File: src/rtl/key_pkg.sv
`default_nettype none
// ============================================================================
//  key_pkg
//  Shared FSM state encoding and default timing constants for the key
//  conditioner.  KEY_LONG_PRESS_EN adds the long-press default.
//  Revision: 1.0
// ============================================================================
package key_pkg;

    typedef enum logic [1:0] {
        IDLE  = 2'd0,
        PWAIT = 2'd1,
        HELD  = 2'd2,
        RWAIT = 2'd3
    } key_state_t;

    localparam int KEY_CNT_WIDTH       = 24;
    localparam int KEY_DEBOUNCE_CYCLES = 240000;   // 10 ms at 24 MHz
    localparam int KEY_RESET_STRETCH   = 16;

`ifdef KEY_LONG_PRESS_EN
    localparam logic [31:0] KEY_LONG_PRESS_CYCLES = 32'd48000000;  // 2 s at 24 MHz
`endif

endpackage
`default_nettype wire

File: src/rtl/sync_2ff.sv
`default_nettype none
// ============================================================================
//  sync_2ff
//  Two-flop synchronizer for a single asynchronous input, with a
//  configurable reset value.
//  Revision: 1.0
// ============================================================================
module sync_2ff #(
    parameter logic RST_VAL = 1'b1
) (
    input  logic clk,
    input  logic rst,
    input  logic d,
    output logic q
);

    logic meta;

    always_ff @(posedge clk or posedge rst) begin
        if (rst) begin
            meta <= RST_VAL;
            q    <= RST_VAL;
        end else begin
            meta <= d;
            q    <= meta;
        end
    end

endmodule
`default_nettype wire

File: src/rtl/key_reset_conditioner.sv
`default_nettype none
// ============================================================================
//  key_reset_conditioner
//  Debounces the raw active-low key into a level, press/release strobes and a
//  stretched active-low system reset.  Define KEY_LONG_PRESS_EN to add the
//  long-press strobe output.
//  Revision: 1.0
// ============================================================================
module key_reset_conditioner
    import key_pkg::*;
#(
    parameter int                   pCntWidth        = KEY_CNT_WIDTH,
    parameter logic [pCntWidth-1:0] pDebounceCycles  = pCntWidth'(KEY_DEBOUNCE_CYCLES),
    parameter logic [pCntWidth-1:0] pResetStretch    = pCntWidth'(KEY_RESET_STRETCH)
`ifdef KEY_LONG_PRESS_EN
   ,parameter logic [31:0]          pLongPressCycles = KEY_LONG_PRESS_CYCLES
`endif
) (
    input  logic iwClk,
    input  logic iwRst,
    input  logic iwnKey,
    output logic owKeyLevel,
    output logic owPress,
    output logic owRelease,
    output logic ownSysRst
`ifdef KEY_LONG_PRESS_EN
   ,output logic owLongPress
`endif
);

    localparam logic [pCntWidth-1:0] DEB_LAST = pDebounceCycles - 1'b1;
    localparam logic [pCntWidth-1:0] CNT_ONE  = {{(pCntWidth-1){1'b0}}, 1'b1};

    key_state_t           state;
    logic [pCntWidth-1:0] cnt;
    logic [pCntWidth-1:0] cnt_inc;
    logic [pCntWidth-1:0] stretch;
    logic [pCntWidth-1:0] stretch_eff;
    logic                 boot;
    logic                 key_sync_n;
    logic                 key_sync;
    logic                 deb_done;
    logic                 enter_held;
    logic                 enter_idle;
    logic                 key_level;
    logic                 press;
    logic                 release_s;
    logic                 sys_rst_n;

    sync_2ff #(
        .RST_VAL (1'b1)
    ) u_key_sync (
        .clk (iwClk),
        .rst (iwRst),
        .d   (iwnKey),
        .q   (key_sync_n)
    );

    assign key_sync    = ~key_sync_n;
    assign cnt_inc     = (cnt == '1) ? cnt : cnt + 1'b1;
    assign deb_done    = (cnt_inc >= DEB_LAST);
    assign enter_held  = (state == PWAIT) &&  key_sync && deb_done;
    assign enter_idle  = (state == RWAIT) && !key_sync && deb_done;
    // The first cycle after reset release behaves as if a full stretch was just loaded.
    assign stretch_eff = boot ? pResetStretch : stretch;

    always_ff @(posedge iwClk or posedge iwRst) begin
        if (iwRst) begin
            state     <= IDLE;
            cnt       <= '0;
            key_level <= 1'b0;
            press     <= 1'b0;
            release_s <= 1'b0;
        end else begin
            press     <= 1'b0;
            release_s <= 1'b0;
            case (state)
                IDLE: begin
                    if (key_sync) begin
                        state <= PWAIT;
                        cnt   <= '0;
                    end
                end
                PWAIT: begin
                    if (!key_sync) begin
                        state <= IDLE;
                        cnt   <= '0;
                    end else if (deb_done) begin
                        state     <= HELD;
                        cnt       <= '0;
                        press     <= 1'b1;
                        key_level <= 1'b1;
                    end else begin
                        cnt <= cnt_inc;
                    end
                end
                HELD: begin
                    if (!key_sync) begin
                        state <= RWAIT;
                        cnt   <= '0;
                    end
                end
                RWAIT: begin
                    if (key_sync) begin
                        state <= HELD;
                        cnt   <= '0;
                    end else if (deb_done) begin
                        state     <= IDLE;
                        cnt       <= '0;
                        release_s <= 1'b1;
                        key_level <= 1'b0;
                    end else begin
                        cnt <= cnt_inc;
                    end
                end
                default: begin
                    state <= IDLE;
                    cnt   <= '0;
                end
            endcase
        end
    end

    always_ff @(posedge iwClk or posedge iwRst) begin
        if (iwRst) begin
            stretch   <= '0;
            boot      <= 1'b1;
            sys_rst_n <= 1'b0;
        end else if (enter_held) begin
            stretch   <= '0;
            boot      <= 1'b0;
            sys_rst_n <= 1'b0;
        end else if (state == HELD || state == RWAIT) begin
            sys_rst_n <= 1'b0;
            if (enter_idle) begin
                stretch <= pResetStretch;
            end
        end else begin
            boot <= 1'b0;
            if (stretch_eff == '0) begin
                sys_rst_n <= 1'b1;
            end else begin
                stretch   <= stretch_eff - 1'b1;
                sys_rst_n <= (stretch_eff == CNT_ONE);
            end
        end
    end

`ifdef KEY_LONG_PRESS_EN
    logic [31:0] hold;
    logic        long_press;

    // Hold count freezes during a release bounce and stops at the threshold.
    always_ff @(posedge iwClk or posedge iwRst) begin
        if (iwRst) begin
            hold       <= '0;
            long_press <= 1'b0;
        end else begin
            long_press <= 1'b0;
            if (enter_held) begin
                hold <= '0;
            end else if (state == HELD && hold < pLongPressCycles) begin
                hold       <= hold + 32'd1;
                long_press <= (hold == pLongPressCycles - 32'd1);
            end
        end
    end

    assign owLongPress = long_press;
`endif

    assign owKeyLevel = key_level;
    assign owPress    = press;
    assign owRelease  = release_s;
    assign ownSysRst  = sys_rst_n;

endmodule
`default_nettype wire

File: config.mk
export PLATFORM = sky130hd
export DESIGN_NAME = key_reset_conditioner
export DESIGN_NICKNAME = d
export VERILOG_FILES = /design/src/rtl/key_pkg.sv /design/src/rtl/sync_2ff.sv /design/src/rtl/key_reset_conditioner.sv
export SDC_FILE = /design/constraint.sdc
export NUM_CORES = 1
export LEC_CHECK = 0
export CAP_MARGIN = 40
export CORE_MARGIN = 10
export CORE_UTILIZATION = 63
export CTS_CLUSTER_DIAMETER = 100
export DETAILED_ROUTE_END_ITERATION = 12
export PLACE_DENSITY = 0.79
export SLEW_MARGIN = 15
export SYNTH_ARGS = -nofsm -noshare
export SYNTH_HDL_FRONTEND = slang
export SYNTH_SLANG_ARGS = --single-unit
export TNS_END_PERCENT = 30
File: constraint.sdc
create_clock -name iwClk -period 4.2 [get_ports iwClk]
set_clock_uncertainty 0.05 [all_clocks]
set_input_delay 0.84 -clock iwClk [delete_from_list [all_inputs] [get_ports iwClk]]
set_output_delay 0.84 -clock iwClk [all_outputs]
set_load 0.03 [all_outputs]
==> flow_metrics.env, run 1 <==
export IMPL_status="finished clean"
export IMPL_r2r_slack_ps=470
export IMPL_ys_ff_latch=57
export IMPL_htreeDepth=3
export IMPL_yosys_cell_count_top_type="dfrtp_1"
export IMPL_cts_repair_resized=0
export IMPL_multiInputGateArea_sq_um=2130
export IMPL_ys_flop_type="dfrtp_1"
export IMPL_regArea_sq_um=1430
export IMPL_maxSlewHeadroom=0.488
export IMPL_cts_max_path_buffers=2
export IMPL_yosys_area_top_type="dfrtp_1"
export IMPL_rows=28
export IMPL_design_portCount=7
export IMPL_post_route_period_util=0.889
export IMPL_cp_cell_sequence="ha_1 > and3_1 > nand3_1 > o211ai_4 > mux2_4 > o221a_1 > a211oi_2 > a21o_1 > buf_4 > a22oi_1 > o31ai_1"
export IMPL_hp_class="reg2reg"
export IMPL_firstDrtPassIters=5
export IMPL_avgSynthCellArea_sq_um=8.93
export IMPL_fin_area_sq_um=4030
export IMPL_die_width_microns=97.7
export IMPL_synthCells=426
export IMPL_p_leak_nw=1.79
export IMPL_cp_start_kind="flip-flop"
export IMPL_routed_wl_mm=8.70
export IMPL_slowest_delay_ps=480
export IMPL_num_vias=3423
export IMPL_muxShareOfSynthArea=0.00954
export IMPL_timing_rr_end="stretch[12]"
export IMPL_hpwl_mm=5.79
export IMPL_powerDensity_nw_per_um2=266
export IMPL_setup_ws_ps=466
export IMPL_synth_nets=432
export IMPL_synth_cell_type_count=75
export IMPL_end_kind="flip-flop"
export IMPL_ir_drop_mv=0.280
export IMPL_worst_path_max_fanout=14
export IMPL_diodes=0
export IMPL_setup_viol=0
export IMPL_worstPathArrival_ps=3920
export IMPL_fmax_mhz=268
export IMPL_synthToLayoutAreaGrowth_pct=5.96
export IMPL_crit_type="reg2reg"
export IMPL_synth_adder_area_share=0.00987
export IMPL_grt_overflow=0
export IMPL_ys_top_cells_by_area="dfrtp_1 (36%), a31oi_1 (3.5%), nand2_1 (2.9%), nor2_1 (2.9%), a21oi_1 (2.2%)"
export IMPL_worstSkewPairLatency_ps=340
export IMPL_drv_cap=0
export IMPL_whs_path_depth=0
export IMPL_drive_gt1_frac=0.133
export IMPL_grt_usage=0.181
export IMPL_cp_required_ps=4390
export IMPL_drtIter0Drc=255
export IMPL_postCtsSetupBuffers=0
export IMPL_synth_top_family_by_area="compound AO/OA/AOI/OAI gates"
export IMPL_gp_congestion=0.905
export IMPL_port_buffers=6
export IMPL_drc_errors=0
export IMPL_cts_buffers=9
export IMPL_nets=428
export IMPL_worst_slew_pin_slew_ps=768
export IMPL_grt_pass1_wl_mm=14.8
export IMPL_postCtsHoldBufs=0
export IMPL_rsz0062_at_grt="false"
export IMPL_power_w=0.00107
export IMPL_drv_slew=0
export IMPL_ys_warnings_count=0
export IMPL_place_ws_ps=546
export IMPL_cts_num_sinks=57
export IMPL_coreArea_sq_um=5890
export IMPL_postPlaceCellArea_sq_um=3840
export IMPL_antenna_found_initial=0
export IMPL_min_period_ps=3730
export IMPL_timing_hold_ws_ps=310
export IMPL_via_per_inst=6.82
export IMPL_seq_area_frac_synth=0.376
export IMPL_synth_xor_area_share=0.0207
export IMPL_reg2regPathDepth=11
export IMPL_min_delay_start="u_key_sync.meta"
export IMPL_synth_commonest_cells="dfrtp_1 (54), nand2_1 (29), nor2_1 (29)"
export IMPL_wl_per_cell_microns=17.3
export IMPL_synthesis_area_sq_um=3800
export IMPL_cts_tree="built"
export IMPL_cpMaxStageDelayCell="dfrtp_1"
export IMPL_netlist_area_leader_share=0.355
export IMPL_min_to="u_key_sync.q"
export IMPL_die_area_sq_um=9540
export IMPL_synth_compound_area_frac=0.280
export IMPL_synth_simple_gate_area_frac=0.239
export IMPL_grt_pass1_vias=3083
export IMPL_detail_route_antenna_nets=0
export IMPL_root_buffer="clkbuf_8"
export IMPL_r2r_start="cnt[0]"
export IMPL_fp_dieH_microns=97.7
export IMPL_async_reset_ff_frac=1.00
export IMPL_grt_max_degree=38
export IMPL_finalSetupTns_ps=0
export IMPL_clkSlewWorstSetupHoldPaths_ps=70
export IMPL_hold_viol_final=0
export IMPL_synth_edff_count=0
export IMPL_fill_cells=451
export IMPL_initial_core_util=0.646
layout by cell type, fill, tap and decap left out, types with 6 or more instances in the layout:
master,netlist,routed
buf_4,4,9
a22oi_1,7,7
and3_1,12,12
nor2_1,29,29
clkdlybuf4s50_1,0,6
o21ai_1,12,12
and4_1,7,7
o211ai_1,6,6
nand4_1,8,8
nand2_1,29,29
inv_1,17,16
and2_1,9,9
a31oi_1,21,21
o21ai_0,17,17
clkbuf_8,0,12
nand3_1,14,14
a21oi_1,17,17
nor3_1,14,14
nor4_1,6,6
o31ai_1,7,7
dfrtp_1,54,54
registers in the layout, indices dropped and copies added, names as in the netlist, named ones only:
signal,count
ownSysRst,1
u_key_sync.meta,1
boot,1
state,1
stretch,24
owKeyLevel,1
cnt,24
owRelease,1
u_key_sync.q,1
owPress,1
routing by layer:
layer,global-route usage,up-vias,part of all wire,routed length [microns]
met3,0.0370,12,0.060,519
met2,0.264,136,0.45,3930
li1,-,1611,-,-
met4,0.0738,0,0.018,155
met1,0.251,1664,0.47,4100
met5,0,-,0,0
logic make-up (layout without fill, tap and decap cells):
| family | after synthesis | count (layout) |
|---|---|---|
| AOI/OAI and AO/OA | 146 | 146 |
| xor gates and xnor gates | 9 | 9 |
| adders and majority gates | 3 | 3 |
| buffers and inverters | 48 | 49 |
| DFF | 57 | 57 |
| muxes | 3 | 3 |
| and+or+nand+nor | 160 | 160 |
worst max-delay path by stage:
stage           start           to  slack, ps  cells after the start
2_1_floorplan    boot  stretch[23]        440                     16
3_3_place_gp   cnt[0]  stretch[12]        670                     11
3_5_place_dp   cnt[0]  stretch[12]        550                     11
4_1_cts        cnt[0]  stretch[12]        520                     11
5_1_grt        cnt[0]  stretch[12]        240                     11
6_report       cnt[0]  stretch[12]        470                     11
layout make-up:
cell class / instances / area share
multi-input cells: 321 / 0.528
clock buffers: 13 / 0.0419
repair buffers: 15 / 0.0317
inverters: 18 / 0.0168
well taps: 75 / 0.0233
flip-flops and latches: 57 / 0.355
clock inverters: 3 / 0.00373
critical path: cells and delay by family, from the launching register on:
family | cells | cell delay, ps
AO/OA/AOI/OAI | 6 | 1470
buffers and inverters | 1 | 280
flip-flops | 1 | 480
AND/OR/NAND/NOR | 2 | 740
adder cells (fa/ha/maj) | 1 | 290
multiplexers | 1 | 330
stage by stage:
step | instances | util
floorplan | 426 | -
global placement | 485 | 0.652
detailed placement | 486 | 0.653
CTS | 502 | 0.685
global route | 502 | 0.685
finish | 502 | 0.685
where the power goes:
part	switching, W	leakage (nW)	internal (W)	total, W
clock	0.000217	0.0992	0.000259	0.000477
sequential	0.00000488	0.777	0.000553	0.000558
combinational	0.0000254	0.911	0.0000112	0.0000366
No activity file was read; power rests on OpenSTA's default activity.
==> run 2: changes to the inputs <==
--- a/config.mk
+++ b/config.mk
@@ -10,8 +10,8 @@
 export CORE_UTILIZATION = 63
 export CTS_CLUSTER_DIAMETER = 100
 export DETAILED_ROUTE_END_ITERATION = 12
-export PLACE_DENSITY = 0.79
-export SLEW_MARGIN = 15
+export PLACE_DENSITY_LB_ADDON = 0.15
+export SLEW_MARGIN = 20
 export SYNTH_ARGS = -nofsm -noshare
 export SYNTH_HDL_FRONTEND = slang
 export SYNTH_SLANG_ARGS = --single-unit
==> flow_metrics.env, run 2 (synthesized netlist as in run 1, its figures left out) <==
export IMPL_gp_congestion=0.929
export IMPL_root_buffer="clkbuf_8"
export IMPL_drv_slew=0
export IMPL_postCtsHoldBufs=0
export IMPL_finalSetupTns_ps=0
export IMPL_powerDensity_nw_per_um2=301
export IMPL_status="finished clean"
export IMPL_cts_num_sinks=57
export IMPL_maxSlewHeadroom=0.562
export IMPL_worstSkewPairLatency_ps=340
export IMPL_min_period_ps=3800
export IMPL_hp_class="reg2reg"
export IMPL_cp_required_ps=4400
export IMPL_hold_viol_final=0
export IMPL_design_portCount=7
export IMPL_ir_drop_mv=0.272
export IMPL_grt_usage=0.183
export IMPL_rsz0062_at_grt="false"
export IMPL_num_vias=3383
export IMPL_initial_core_util=0.646
export IMPL_port_buffers=6
export IMPL_top_regs="cnt (24), stretch (24)"
export IMPL_cts_repair_resized=0
export IMPL_via_per_inst=6.73
export IMPL_r2r_slack_ps=400
export IMPL_fmax_mhz=263
export IMPL_drive_gt1_frac=0.136
export IMPL_setup_viol=0
export IMPL_hpwl_mm=5.91
export IMPL_mostFrequentLayoutCells="dfrtp_1 (54), nor2_1 (29), nand2_1 (29)"
export IMPL_detail_route_antenna_nets=0
export IMPL_end_kind="flip-flop"
export IMPL_fp_dieH_microns=97.7
export IMPL_antenna_found_initial=0
export IMPL_synthToLayoutAreaGrowth_pct=8.26
export IMPL_die_width_microns=97.7
export IMPL_cts_buffers=9
export IMPL_grt_pass1_vias=3039
export IMPL_wl_per_cell_microns=17.4
export IMPL_diodes=0
export IMPL_postCtsSetupBuffers=0
export IMPL_cpMaxStageDelayCell="a21o_1"
export IMPL_drv_cap=0
export IMPL_fin_util=0.699
export IMPL_cp_start_kind="flip-flop"
export IMPL_routed_wl_mm=8.76
export IMPL_die_area_sq_um=9540
export IMPL_cp_cell_sequence="ha_1 > and3_1 > nand3_1 > o211ai_4 > mux2_4 > o221a_1 > a211oi_2 > a21o_1 > buf_4 > a31oi_1 > o21ai_0"
export IMPL_grt_max_degree=34
export IMPL_final_common_cell="dfrtp_1"
export IMPL_grt_pass1_wl_mm=15.0
export IMPL_p_leak_nw=1.82
export IMPL_crit_type="reg2reg"
export IMPL_worst_slew_pin_slew_ps=651
export IMPL_worst_path_max_fanout=16
export IMPL_coreArea_sq_um=5890
export IMPL_htreeDepth=3
export IMPL_worstPathArrival_ps=4000
export IMPL_cts_tree="built"
export IMPL_nets=429
export IMPL_clkSlewWorstSetupHoldPaths_ps=70
export IMPL_firstDrtPassIters=5
export IMPL_grt_overflow=0
export IMPL_cts_max_path_buffers=2
export IMPL_rows=28
export IMPL_slowest_delay_ps=510
export IMPL_post_route_period_util=0.904
export IMPL_drc_errors=0
export IMPL_drtIter0Drc=282
==> run 2: changes by cell type in the layout (fill, tap and decap cells not counted), sizes merged <==
cell	change
bufinv	+3
clkbuf	-2
clkinv	-2
buf	+1
clkinvlp	+1
==> run 2: final cells by class <==
type,instances,area (sq um)
timing repair buffer,16,155
sequential,57,1430
clock inverter,5,103
tap,75,93.8
multi-input combinational,321,2130
inverter,18,67.6
clock buffer,11,141
fill,451,1770
==> run 2: where the power goes <==
group	leakage (nW)	switching [W]	internal [W]
Combinational	0.924	0.0000261	0.0000138
Clock	0.120	0.000231	0.000410
Sequential	0.777	0.00000474	0.000553
Total	1.82	0.000262	0.000976
==> run 2: worst paths after layout <==
check                      depth (start not counted)            to             from
max reg2reg                                       11   stretch[15]           cnt[0]
max in group asynchronous                          3          boot            iwRst
max                                               11   stretch[15]           cnt[0]
min reg2reg                                        0  u_key_sync.q  u_key_sync.meta
min                                                0  u_key_sync.q  u_key_sync.meta
min in group asynchronous                          2        cnt[4]            iwRst
==> run 2: worst max-delay path: cells and delay by family (launching register included) <==
family	cells	cell delay, ps
compound gates	6	1560
fa+ha+maj	1	300
buf+inv	1	280
flops	1	470
mux	1	320
simple gates	2	730
==> run 2: metal layers <==
layer	track usage	vias to the layer above	routed length [microns]
met5	0	-	0
met4	0.0682	0	129
met3	0.0398	13	466
met2	0.260	103	3770
met1	0.263	1641	4390
li1	-	1626	-
==> run 2: per-stage QoR <==
stage / cells / setup WS [ps] / total power, W / cell area, sq um / hold WS (ps)
floorplan: 426 / 441 / 0.000598 / 3800 / 295
global placement: 485 / 633 / 0.000603 / 3840 / 298
detailed placement: 487 / 439 / 0.000608 / 3870 / 299
CTS: 503 / 412 / 0.00124 / 4120 / 309
global route: 503 / 116 / 0.00127 / 4120 / 311
finish: 503 / 402 / 0.00124 / 4120 / 309
